**config.mk**
```make
export PLATFORM = sky130hd
export DESIGN_NAME = lcd12864_text_ctrl_flat
export DESIGN_NICKNAME = d
export VERILOG_FILES = /design/src/rtl/lcd12864_text_ctrl_if.sv /design/src/rtl/lcd12864_text_ctrl.sv /design/src/flat_wrapper.sv
export SDC_FILE = /design/constraint.sdc
export NUM_CORES = 1
export LEC_CHECK = 0
export CORE_UTILIZATION = 40
export CTS_CLUSTER_DIAMETER = 100
export DETAILED_ROUTE_END_ITERATION = 10
export PLACE_DENSITY_LB_ADDON = 0.08
export SETUP_SLACK_MARGIN = 0.02
export SKIP_LAST_GASP = 1
export SYNTH_ARGS = -nofsm -noshare
export SYNTH_HDL_FRONTEND = slang
export SYNTH_SLANG_ARGS = --single-unit
```
**constraint.sdc**
```tcl
create_clock -name clk -period 3 [get_ports clk]
set_clock_uncertainty 0.1 [all_clocks]
set_input_delay 0.45 -clock clk [delete_from_list [all_inputs] [get_ports clk]]
set_output_delay 0.45 -clock clk [all_outputs]
set_load 0.01 [all_outputs]
```
**src/rtl/lcd12864_text_ctrl_if.sv**
```systemverilog
// Host-side write port and LCD-side parallel bus of the 12864 text controller.
// The controller uses the slave modport; a host or bench uses the master modport.
interface lcd12864_text_ctrl_if;
   logic       wr_en;
   logic [5:0] wr_addr;
   logic [7:0] wr_data;
   logic       refresh;
   logic       rs;
   logic       rw;
   logic       en;
   logic [7:0] dat;
   logic       busy;
   logic       init_done;

   modport master (
      output wr_en, wr_addr, wr_data, refresh,
      input  rs, rw, en, dat, busy, init_done
   );

   modport slave (
      input  wr_en, wr_addr, wr_data, refresh,
      output rs, rw, en, dat, busy, init_done
   );
endinterface

```
**src/rtl/lcd12864_text_ctrl.sv**
```systemverilog
// Text-mode controller for an ST7920-style 12864 LCD: a 4x16 character buffer is
// streamed to the panel over the 8-bit parallel bus after a power-up init sequence.
module lcd12864_text_ctrl #(
   parameter int PHASE_CYC    = 25,
   parameter int INIT_WAIT    = 2000000,
   parameter int CMD_WAIT     = 4000,
   parameter int CLR_WAIT     = 80000,
   parameter int AUTO_REFRESH = 1
) (
   input  logic                 clk,
   input  logic                 rst,
   lcd12864_text_ctrl_if.slave  bus
);

   localparam int MAX_A = (INIT_WAIT > CLR_WAIT) ? INIT_WAIT : CLR_WAIT;
   localparam int MAX_B = (CMD_WAIT > PHASE_CYC) ? CMD_WAIT : PHASE_CYC;
   localparam int MAX_W = (MAX_A > MAX_B) ? MAX_A : MAX_B;
   localparam int CNT_W = $clog2(MAX_W + 1);

   typedef logic [CNT_W-1:0] cnt_t;
   localparam cnt_t PWR_LAST   = cnt_t'(INIT_WAIT - 1);
   localparam cnt_t PHASE_LAST = cnt_t'(PHASE_CYC - 1);
   localparam cnt_t CMD_LAST   = cnt_t'(CMD_WAIT - 1);
   localparam cnt_t CLR_LAST   = cnt_t'(CLR_WAIT - 1);

   typedef enum logic [2:0] {S_PWR, S_INIT, S_IDLE, S_ADDR, S_DATA} state_e;
   typedef enum logic [1:0] {PH_SETUP, PH_HIGH, PH_HOLD, PH_WAIT} phase_e;

   state_e     state_q, state_d;
   phase_e     phase_q, phase_d;
   cnt_t       cnt_q, cnt_d;
   logic [1:0] row_q, row_d;
   logic [3:0] col_q, col_d;
   logic [2:0] step_q, step_d;
   logic       dirty_q, dirty_d;
   logic       init_done_q, init_done_d;
   logic       rs_q, rs_d;
   logic       en_q, en_d;
   logic [7:0] dat_q, dat_d;
   logic [7:0] mem_q [64];

   logic       load, load_rs, byte_done, end_seq, frame_go;
   logic [7:0] load_dat;
   cnt_t       wait_last;

   function automatic logic [7:0] init_cmd(input logic [2:0] idx);
      case (idx)
         3'd0, 3'd1: init_cmd = 8'h30;
         3'd2:       init_cmd = 8'h0C;
         3'd3:       init_cmd = 8'h01;
         default:    init_cmd = 8'h06;
      endcase
   endfunction

   // DDRAM start address of each text row on the 12864 (rows 2/3 interleave).
   function automatic logic [7:0] row_cmd(input logic [1:0] row);
      case (row)
         2'd0:    row_cmd = 8'h80;
         2'd1:    row_cmd = 8'h90;
         2'd2:    row_cmd = 8'h88;
         default: row_cmd = 8'h98;
      endcase
   endfunction

   // NOTE: character RAM has no reset; contents are undefined until the host writes them.
   always_ff @(posedge clk) begin
      if (bus.wr_en) mem_q[bus.wr_addr] <= bus.wr_data;
   end

   always_comb begin
      // NOTE: combinational logic uses blocking '=' with every output defaulted first, so no latch is inferred.
      state_d     = state_q;
      phase_d     = phase_q;
      cnt_d       = cnt_q;
      row_d       = row_q;
      col_d       = col_q;
      step_d      = step_q;
      dirty_d     = dirty_q;
      init_done_d = init_done_q;
      rs_d        = rs_q;
      en_d        = en_q;
      dat_d       = dat_q;
      load        = 1'b0;
      load_rs     = 1'b0;
      load_dat    = 8'h00;
      byte_done   = 1'b0;
      end_seq     = 1'b0;
      frame_go    = dirty_q || (AUTO_REFRESH != 0);
      wait_last   = (!rs_q && dat_q == 8'h01) ? CLR_LAST : CMD_LAST;

      case (state_q)
         S_PWR: begin
            if (cnt_q == PWR_LAST) begin
               state_d  = S_INIT;
               step_d   = 3'd0;
               load     = 1'b1;
               load_dat = init_cmd(3'd0);
            end else begin
               cnt_d = cnt_q + 1'b1;
            end
         end
         S_IDLE: begin
            if (frame_go) begin
               state_d  = S_ADDR;
               row_d    = 2'd0;
               dirty_d  = 1'b0;
               load     = 1'b1;
               load_dat = row_cmd(2'd0);
            end
         end
         default: begin
            case (phase_q)
               PH_SETUP: if (cnt_q == PHASE_LAST) begin
                  phase_d = PH_HIGH; cnt_d = '0; en_d = 1'b1;
               end else cnt_d = cnt_q + 1'b1;
               PH_HIGH: if (cnt_q == PHASE_LAST) begin
                  phase_d = PH_HOLD; cnt_d = '0; en_d = 1'b0;
               end else cnt_d = cnt_q + 1'b1;
               PH_HOLD: if (cnt_q == PHASE_LAST) begin
                  phase_d = PH_WAIT; cnt_d = '0;
               end else cnt_d = cnt_q + 1'b1;
               default: if (cnt_q == wait_last) byte_done = 1'b1;
                        else cnt_d = cnt_q + 1'b1;
            endcase
         end
      endcase

      if (byte_done) begin
         case (state_q)
            S_INIT: begin
               if (step_q == 3'd4) begin
                  init_done_d = 1'b1;
                  end_seq     = 1'b1;
               end else begin
                  step_d   = step_q + 3'd1;
                  load     = 1'b1;
                  load_dat = init_cmd(step_q + 3'd1);
               end
            end
            S_ADDR: begin
               state_d  = S_DATA;
               col_d    = 4'd0;
               load     = 1'b1;
               load_rs  = 1'b1;
               load_dat = mem_q[{row_q, 4'd0}];
            end
            default: begin
               if (col_q != 4'd15) begin
                  col_d    = col_q + 4'd1;
                  load     = 1'b1;
                  load_rs  = 1'b1;
                  load_dat = mem_q[{row_q, col_q + 4'd1}];
               end else if (row_q != 2'd3) begin
                  state_d  = S_ADDR;
                  row_d    = row_q + 2'd1;
                  load     = 1'b1;
                  load_dat = row_cmd(row_q + 2'd1);
               end else begin
                  end_seq = 1'b1;
               end
            end
         endcase
      end

      // A pending frame starts straight away so busy stays high between frames.
      if (end_seq) begin
         if (frame_go) begin
            state_d  = S_ADDR;
            row_d    = 2'd0;
            dirty_d  = 1'b0;
            load     = 1'b1;
            load_dat = row_cmd(2'd0);
         end else begin
            state_d = S_IDLE;
         end
      end

      if (load) begin
         rs_d    = load_rs;
         dat_d   = load_dat;
         phase_d = PH_SETUP;
         cnt_d   = '0;
      end

      if (bus.wr_en || bus.refresh) dirty_d = 1'b1;
   end

   always_ff @(posedge clk) begin
      if (rst) begin
         state_q     <= S_PWR;
         phase_q     <= PH_SETUP;
         cnt_q       <= '0;
         row_q       <= 2'd0;
         col_q       <= 4'd0;
         step_q      <= 3'd0;
         dirty_q     <= 1'b0;
         init_done_q <= 1'b0;
         rs_q        <= 1'b0;
         en_q        <= 1'b0;
         dat_q       <= 8'h00;
      end else begin
         state_q     <= state_d;
         phase_q     <= phase_d;
         cnt_q       <= cnt_d;
         row_q       <= row_d;
         col_q       <= col_d;
         step_q      <= step_d;
         dirty_q     <= dirty_d;
         init_done_q <= init_done_d;
         rs_q        <= rs_d;
         en_q        <= en_d;
         dat_q       <= dat_d;
      end
   end

   assign bus.rs        = rs_q;
   assign bus.rw        = 1'b0;
   assign bus.en        = en_q;
   assign bus.dat       = dat_q;
   assign bus.busy      = (state_q != S_IDLE);
   assign bus.init_done = init_done_q;

endmodule
```
**src/flat_wrapper.sv**
```systemverilog
// flat-port wrapper written by rule: the top's interface ports become plain ports
module lcd12864_text_ctrl_flat 
#(
   parameter int PHASE_CYC    = 25,
   parameter int INIT_WAIT    = 2000000,
   parameter int CMD_WAIT     = 4000,
   parameter int CLR_WAIT     = 80000,
   parameter int AUTO_REFRESH = 1
)
  (clk, rst, bus_wr_en, bus_wr_addr, bus_wr_data, bus_refresh, bus_rs, bus_rw, bus_en, bus_dat, bus_busy, bus_init_done);
  lcd12864_text_ctrl_if bus_i ();
  input  logic clk;
  input  logic rst;
  input wire logic [$bits(bus_i.wr_en)-1:0] bus_wr_en;
  input wire logic [$bits(bus_i.wr_addr)-1:0] bus_wr_addr;
  input wire logic [$bits(bus_i.wr_data)-1:0] bus_wr_data;
  input wire logic [$bits(bus_i.refresh)-1:0] bus_refresh;
  output wire logic [$bits(bus_i.rs)-1:0] bus_rs;
  output wire logic [$bits(bus_i.rw)-1:0] bus_rw;
  output wire logic [$bits(bus_i.en)-1:0] bus_en;
  output wire logic [$bits(bus_i.dat)-1:0] bus_dat;
  output wire logic [$bits(bus_i.busy)-1:0] bus_busy;
  output wire logic [$bits(bus_i.init_done)-1:0] bus_init_done;
  assign bus_i.wr_en = bus_wr_en;
  assign bus_i.wr_addr = bus_wr_addr;
  assign bus_i.wr_data = bus_wr_data;
  assign bus_i.refresh = bus_refresh;
  assign bus_rs = bus_i.rs;
  assign bus_rw = bus_i.rw;
  assign bus_en = bus_i.en;
  assign bus_dat = bus_i.dat;
  assign bus_busy = bus_i.busy;
  assign bus_init_done = bus_i.init_done;
  lcd12864_text_ctrl #(.PHASE_CYC(PHASE_CYC), .INIT_WAIT(INIT_WAIT), .CMD_WAIT(CMD_WAIT), .CLR_WAIT(CLR_WAIT), .AUTO_REFRESH(AUTO_REFRESH)) u_core (.clk(clk), .rst(rst), .bus(bus_i));
endmodule
```
==> summary.md, run 1 <==
| Metric | Value |
|---|---|
| DRT Pass-1 Iters | `5` |
| Vias in the first global route | `around 14000` |
| Leak pwr | `slightly below 9 nW` |
| Pins over their slew limit | `0` |
| Routed via count | `about 14000` |
| Final wirelength | `~64000 µm` |
| Internal Power | `approximately 0.013 W` |
| Crit end category | `flip-flop` |
| Sequential share of power | `between 50% and 60%` |
| Area contributors post-synth | `edfxtp_1 (67%), mux4_2 (12%), dfxtp_1 (4.0%)` |
| WL/cell | `26.6 µm` |
| Final worst setup slack | `between 0.05 and 0.06 ns` |
| Synth unique cells | `between 60 and 70` |
| Multi-input gate area | `around 6400 µm²` |
| Worst-Skew Late Latency | `roughly 0.62 ns` |
| Critical path data arrival time | `between 3 and 4 ns` |
| Setup-failing EPs final | `0` |
| Max_slew headroom | `around a third` |
| Initial antenna violation count | `1` |
| Routed wl met2 | `just over 30000 µm` |
| Post-synth top area share | `approximately two thirds` |
| H-tree depth | `2` |
| DP Worst Slack | `-0.167 ns` |
| Fin. Hold Viols | `0` |
| Critical Path Source Type | `flip-flop` |
| Period utilization | `a little over nine tenths` |
| Worst-Margin Slew | `between 1 and 1.5 ns` |
| Synth Warn # | `0` |
| Max Cap Viol | `0` |
| Num Clock Sinks | `~560` |
| CTS Hold Buffers Added | `0` |
| Sequential-to-total area share from yosys stat | `just over 70%` |
| Ys flop type | `edfxtp_1` |
| Vias per cell | `~5.6` |
| Die Area | `58500 µm²` |
| First-pass GRT wire length | `93900 µm` |
| Worst Path Required | `between 3 and 4 ns` |
| Port bufs | `28` |
| Min cycle time layout | `roughly 3 ns` |
| Global route total overflow | `0` |
| DPL Wire Length | `about 42000 µm` |
| Yosys top cell by area | `edfxtp_1` |
| Initial Utilization | `around two fifths` |
| CP max FO | `11` |
| Wl on met1 | `28800 µm` |
| Largest net degree at the start of global routing | `between 60 and 70` |
| Layout net count | `~1600` |
| VDD IR max | `between 0.4 and 0.5 mV` |
| # rows | `87` |
| # IOs | `31` |
| RSZ-0062 raised after global routing | `yes` |
| Setup CP Type | `reg -> reg` |
| Filler Cells Inserted | `~5000` |
| Achievable frequency | `between 300 and 400 MHz` |
| Mapped cell area | `around 23000 µm²` |
| EDFF count, synth | `512` |
| Max Buffers Root-to-Sink | `3` |
| Final core occ | `48.5%` |
| Cts bufs inserted | `around 60` |
| Mapped Nets | `roughly 1400` |
| Avg Cell Area, Syn | `16.4 µm²` |
| Status | `complete, no violations` |
| Die Span Y | `between 200 and 250 µm` |
| Register bit total from synthesis | `~560` |
| CTS root buf | `clkbuf_16` |
| GRT Util Overall | `between 20% and 30%` |
| Top routing layer used | `met5` |
| WL met3 | `around 3400 µm` |
| Die Wd | `roughly 240 µm` |
| Mapped Cells | `roughly 1400` |
| Ys async rst share | `0%` |
| Ant. Diodes | `0` |
| Core Area | `56600 µm²` |
| Clk pwr share | `about 45%` |
| Sw frac | `between 20% and 30%` |
| GPL Wtd Cong | `slightly above 0.8` |
| NetSw | `approximately 0.0032 W` |
| Register area | `16300 µm²` |
| ANT nets after route | `0` |
| Clk pin slew, worst setup/hold paths | `about 0.060 ns` |
| Type of the most critical hold path | `in -> reg` |
| Combinational share of power | `1.8%` |
| DRC violations left | `0` |
| TritonCTS clock tree | `built` |
| Area Overhead vs Synth | `19.3%` |
| Layout cells sized above 1 | `a little over a quarter` |
| Pwr Density | `581 nW/µm²` |
| Drt initial violations | `approximately 1300` |
==> power groups by stage <==
stage	clock, W	combinational, W	sequential [W]
3_5_place_dp	0	0.000292	0.00871
6_report	0.00709	0.000287	0.00855
3_3_place_gp	0	0.000283	0.00871
5_1_grt	0.00751	0.000308	0.00855
4_1_cts	0.00723	0.000292	0.00855
2_1_floorplan	0	0.0000721	0.00871
==> path summary, 6_finish.rpt <==
check | from | to | slack (ns) | cells after the start
hold reg to reg | u_core.cnt_q[0]$_SDFFE_PP0P_ | u_core.cnt_q[0]$_SDFFE_PP0P_ | 0.36 | 1
setup / recovery | u_core.col_q[0]$_SDFFE_PP0P_ | u_core.bus.dat[5]$_SDFFE_PP0P_ | 0.05 | 7
hold / removal | bus_wr_data[6] | u_core.mem_q[52][6]$_DFFE_PP_ | 0.15 | 1
setup reg to reg | u_core.col_q[0]$_SDFFE_PP0P_ | u_core.bus.dat[5]$_SDFFE_PP0P_ | 0.05 | 7
==> synthesized netlist by cell type, drive strengths merged, types with 3 or more instances <==
master     n
ha        14
nand4     23
o211ai     4
or3       11
a2111oi    4
nand3     63
nand3b     6
nor4      20
nand2    135
inv       13
a211oi     3
xnor2     16
dfxtp     46
buf       37
or4        7
nor2     111
o32ai      4
xor2       3
clkbuf    45
a32oi      7
nand2b     4
mux2i     38
a21oi     35
o2111ai    5
mux4     120
nor3      13
and3      10
o31ai      3
a31oi     12
o21ai     23
edfxtp   512
or2        9
nor2b      9
and2       3
==> worst max-delay path, stage by stage, from the launching register on <==
cell and delay [ns]:
dfxtp_4 0.38, ha_4 0.42, buf_12 0.19, mux4_2 0.51
mux4_2 0.56, o211ai_1 0.34, and4_1 0.28, a21oi_1 0.05
==> cell type report <==
class	instances	share of cell area (%)
Inverter	14	0.192
Tap cell	756	3.45
Multi-Input combinational cell	749	23.3
Clock inverter	40	1.23
Timing Repair Buffer	219	6.86
Sequential cell	558	59.4
Clock buffer	70	5.53
==> repair_timing <==
action                     in CTS  in global routing
setup endpoints to repair       2                 26
cloned                          2                  0
hold endpoints to repair        0                  0
resized for setup               3                  5
buffers inserted                4                  2
pin swaps                       2                  2
==> per-layer routing <==
metal,track usage (%),vias to the layer above
met5,0,-
met4,6.03,2
met3,3.70,85
met2,35.3,393
met1,31.2,7069
li1,-,5969
==> cell usage in the layout (no fill, tap or decap), drive strengths merged, types with 6 or more instances in the layout <==
cell type        n
edfxtp         512
buf            197
nand2          135
mux4           120
nor2           111
clkbuf          70
nand3           63
dfxtp           46
mux2i           38
a21oi           35
clkinv          33
nand4           23
o21ai           23
nor4            20
clkdlybuf4s50   20
xnor2           16
inv             14
ha              14
nor3            13
a31oi           12
or3             11
and3            10
nor2b            9
or2              9
a32oi            7
or4              7
nand3b           6
bufinv           6
==> sequential cells by signal (all words and copies together) (netlist names) <==
name,flops
u_core.bus.rs,1
u_core.row_q,2
u_core.bus.init_done,1
u_core.phase_q,2
u_core.state_q,3
u_core.step_q,3
u_core.cnt_q,21
u_core.bus.en,1
u_core.col_q,4
u_core.mem_q,512
u_core.bus.dat,8
==> stage by stage <==
stage	instance area, µm²	power (W)	TNS [ns]	hold WS, ns	std cells
after global placement	25400	0.00900	-0.197	0.341	2288
final	27400	0.0159	0	0.150	2406
after detailed placement	25400	0.00901	-0.180	0.353	2288
after global routing	27400	0.0164	-0.0701	0.132	2406
after CTS	27400	0.0161	0	0.119	2404
after floorplan	23000	0.00878	0	0.330	1403
==> kinds of logic (layout without fill, tap and decap cells) <==
family / after synthesis / after routing / synth area share (%)
AO/OA/AOI/OAI: 122 / 122 / 3.53
XOR/XNOR: 19 / 19 / 0.724
adder cells (fa/ha/maj): 14 / 14 / 0.762
buffers and inverters: 96 / 343 / 1.71
flip-flops: 558 / 558 / 70.9
multiplexers: 159 / 159 / 13.5
other: 1 / 1 / 0.0163
AND/OR/NAND/NOR: 434 / 434 / 8.93
Power figures use the tool's default switching activity.
==> run 2, diff against run 1 <==
--- a/config.mk
+++ b/config.mk
@@ -5,12 +5,14 @@
 export SDC_FILE = /design/constraint.sdc
 export NUM_CORES = 1
 export LEC_CHECK = 0
+export CAP_MARGIN = 20
 export CORE_UTILIZATION = 40
 export CTS_CLUSTER_DIAMETER = 100
 export DETAILED_ROUTE_END_ITERATION = 10
 export PLACE_DENSITY_LB_ADDON = 0.08
 export SETUP_SLACK_MARGIN = 0.02
 export SKIP_LAST_GASP = 1
+export SLEW_MARGIN = 40
 export SYNTH_ARGS = -nofsm -noshare
 export SYNTH_HDL_FRONTEND = slang
 export SYNTH_SLANG_ARGS = --single-unit
==> run 2 against run 1 <==
Effect of this change: fmax grew 0.93%; register-to-register slack improved by 0.03 ns; routed wire length rose by 0.38%; largest power group unchanged; flip-flop and latch count unchanged; clock-buffer cell count increased by 5; first-iteration DRC count up 7.7%; worst setup slack better by 0.027 ns.
==> summary.md, run 2 (synthesis gave the netlist of run 1 again) <==
| Metric | Value |
|---|---|
| Status | `complete, no violations` |
| Setup-failing EPs final | `0` |
| Die Area | `between 50000 and 60000 µm²` |
| RSZ-0062 raised after global routing | `yes` |
| DPL Wire Length | `between 40000 and 50000 µm` |
| Pins over their slew limit | `0` |
| Layout net count | `around 1600` |
| DRT Pass-1 Iters | `5` |
| Largest register FFs | `512` |
| # rows | `87` |
| ANT nets after route | `0` |
| Largest net degree at the start of global routing | `65` |
| Clk pin slew, worst setup/hold paths | `around 0.060 ns` |
| WL/cell | `between 20 and 30 µm` |
| DRC violations left | `0` |
| Cells after DPL | `between 2000 and 2500` |
| Vias per cell | `~5.6` |
| Setup CP Type | `reg -> reg` |
| GRT Util Overall | `roughly 22%` |
| Port bufs | `28` |
| Min cycle time layout | `between 2 and 3 ns` |
| CP max FO | `22` |
| TritonCTS clock tree | `built` |
| GPL Wtd Cong | `around 0.81` |
| Crit end category | `flip-flop` |
| Area Overhead vs Synth | `19.8%` |
| Largest reg by FF count | `u_core.mem_q` |
| Core Area | `approximately 57000 µm²` |
| # IOs | `31` |
| CTS Hold Buffers Added | `0` |
| Max_slew headroom | `a little under half` |
| Most frequent cells in the layout | `edfxtp_1 (512), buf_4 (186), nand2_1 (135)` |
| Fin. Hold Viols | `0` |
| Worst reg2reg path depth | `11` |
| Initial Utilization | `between 40 and 50%` |
| Type of the most critical hold path | `in -> reg` |
| Final wirelength | `roughly 64000 µm` |
| Critical path data arrival time | `between 3 and 4 ns` |
| Routed via count | `~13000` |
| Global route total overflow | `0` |
| Leak pwr | `slightly below 9 nW` |
| Final core occ | `48.7%` |
| VDD IR max | `between 0.4 and 0.5 mV` |
| Max Buffers Root-to-Sink | `3` |
| Cts bufs inserted | `59` |
| Die Wd | `242 µm` |
| Drt initial violations | `around 1400` |
| Period utilization | `97.3%` |
| Layout cells sized above 1 | `approximately a quarter` |
| Most common cell after layout, fill and taps aside | `edfxtp_1` |
| Critical Path Source Type | `flip-flop` |
| Worst Path Required | `about 3.4 ns` |
| Achievable frequency | `around 340 MHz` |
| Vias in the first global route | `13500` |
| Hold path depth | `1` |
| Initial antenna violation count | `2` |
| Num Clock Sinks | `about 560` |
| Worst-Skew Late Latency | `~0.63 ns` |
| Die Span Y | `~240 µm` |
| Max Cap Viol | `0` |
| Post-Layout Cell Count | `between 2000 and 2500` |
| Worst-Margin Slew | `roughly 0.8 ns` |
| CTS root buf | `clkbuf_16` |
| H-tree depth | `2` |
| First-pass GRT wire length | `between 90000 and 100000 µm` |
| Pwr Density | `around 590 nW/µm²` |
run 2: changes by cell type in the layout (fill, tap and decap cells not counted), moves of 2 or more:
| cell | previous run | this run |
|---|---|---|
| clkinv_1 | 17 | 14 |
| clkinv_2 | 16 | 14 |
| clkbuf_16 | 59 | 62 |
| bufbuf_16 | 2 | 0 |
| buf_4 | 177 | 186 |
| clkbuf_1 | 11 | 15 |
run 2: routing by layer:
| layer | up-vias | global-route usage [%] | part of all wire, % |
|---|---|---|---|
| met5 | - | 0 | 0.030 |
| met4 | 2 | 5.10 | 2.2 |
| met3 | 90 | 3.71 | 5.3 |
| met2 | 365 | 35.1 | 47 |
| met1 | 7032 | 31.3 | 45 |
| li1 | 5979 | - | - |
run 2: power by group:
group / switching, W / internal [W]
sequential: 0.0000163 / 0.00853
clock: 0.00304 / 0.00427
combinational: 0.000220 / 0.0000682
total: 0.00327 / 0.0129
run 2: final timing paths:
check                                                     from                        endpoint  slack (ns)
worst min-delay path                            bus_wr_data[6]   u_core.mem_q[51][6]$_DFFE_PP_        0.13
worst min register to register  u_core.bus.dat[4]$_SDFFE_PP0P_  u_core.bus.dat[4]$_SDFFE_PP0P_        0.35
worst max register to register    u_core.col_q[1]$_SDFFE_PP0P_  u_core.bus.dat[1]$_SDFFE_PP0P_        0.08
worst max-delay path              u_core.col_q[1]$_SDFFE_PP0P_  u_core.bus.dat[1]$_SDFFE_PP0P_        0.08
run 2: layout make-up:
class | instances | area [µm²]
Antenna cell | 1 | 2.50
Clock buffer | 75 | 1560
Clock inverter | 37 | 365
Fill cell | 4854 | 29000
Inverter | 14 | 52.6
Multi-Input combinational cell | 749 | 6410
Sequential cell | 558 | 16300
Tap cell | 756 | 946
Timing Repair Buffer | 227 | 1920
run 2: metrics by stage:
step / total power [W] / setup WS [ns] / instance area (µm²) / setup TNS, ns / hold WS, ns
3_3_place_gp: 0.00900 / -0.197 / 25400 / -0.197 / 0.341
3_5_place_dp: 0.00901 / -0.179 / 25400 / -0.181 / 0.350
2_1_floorplan: 0.00878 / 0.137 / 23000 / 0 / 0.330
6_report: 0.0161 / 0.0810 / 27600 / 0 / 0.134
5_1_grt: 0.0166 / -0.00901 / 27600 / -0.00901 / 0.109
4_1_cts: 0.0163 / -0.0229 / 27400 / -0.0229 / 0.102
run 2: what timing repair did:
item	in CTS	in global routing
gates resized for setup	4	6
buffers inserted	0	14
endpoints found under the setup margin	2	6
gates cloned	0	2
pin swaps	0	2
run 2: worst max-delay path: stages, from the launching register on:
cell,delay (ns)
dfxtp_1,0.41
ha_4,0.29
buf_4,0.18
clkbuf_16,0.22
a2111oi_1,0.44
a31oi_1,0.08
a31oi_1,0.20
buf_4,0.17
a31oi_1,0.08
a221oi_2,0.40
buf_4,0.16
o31ai_1,0.06
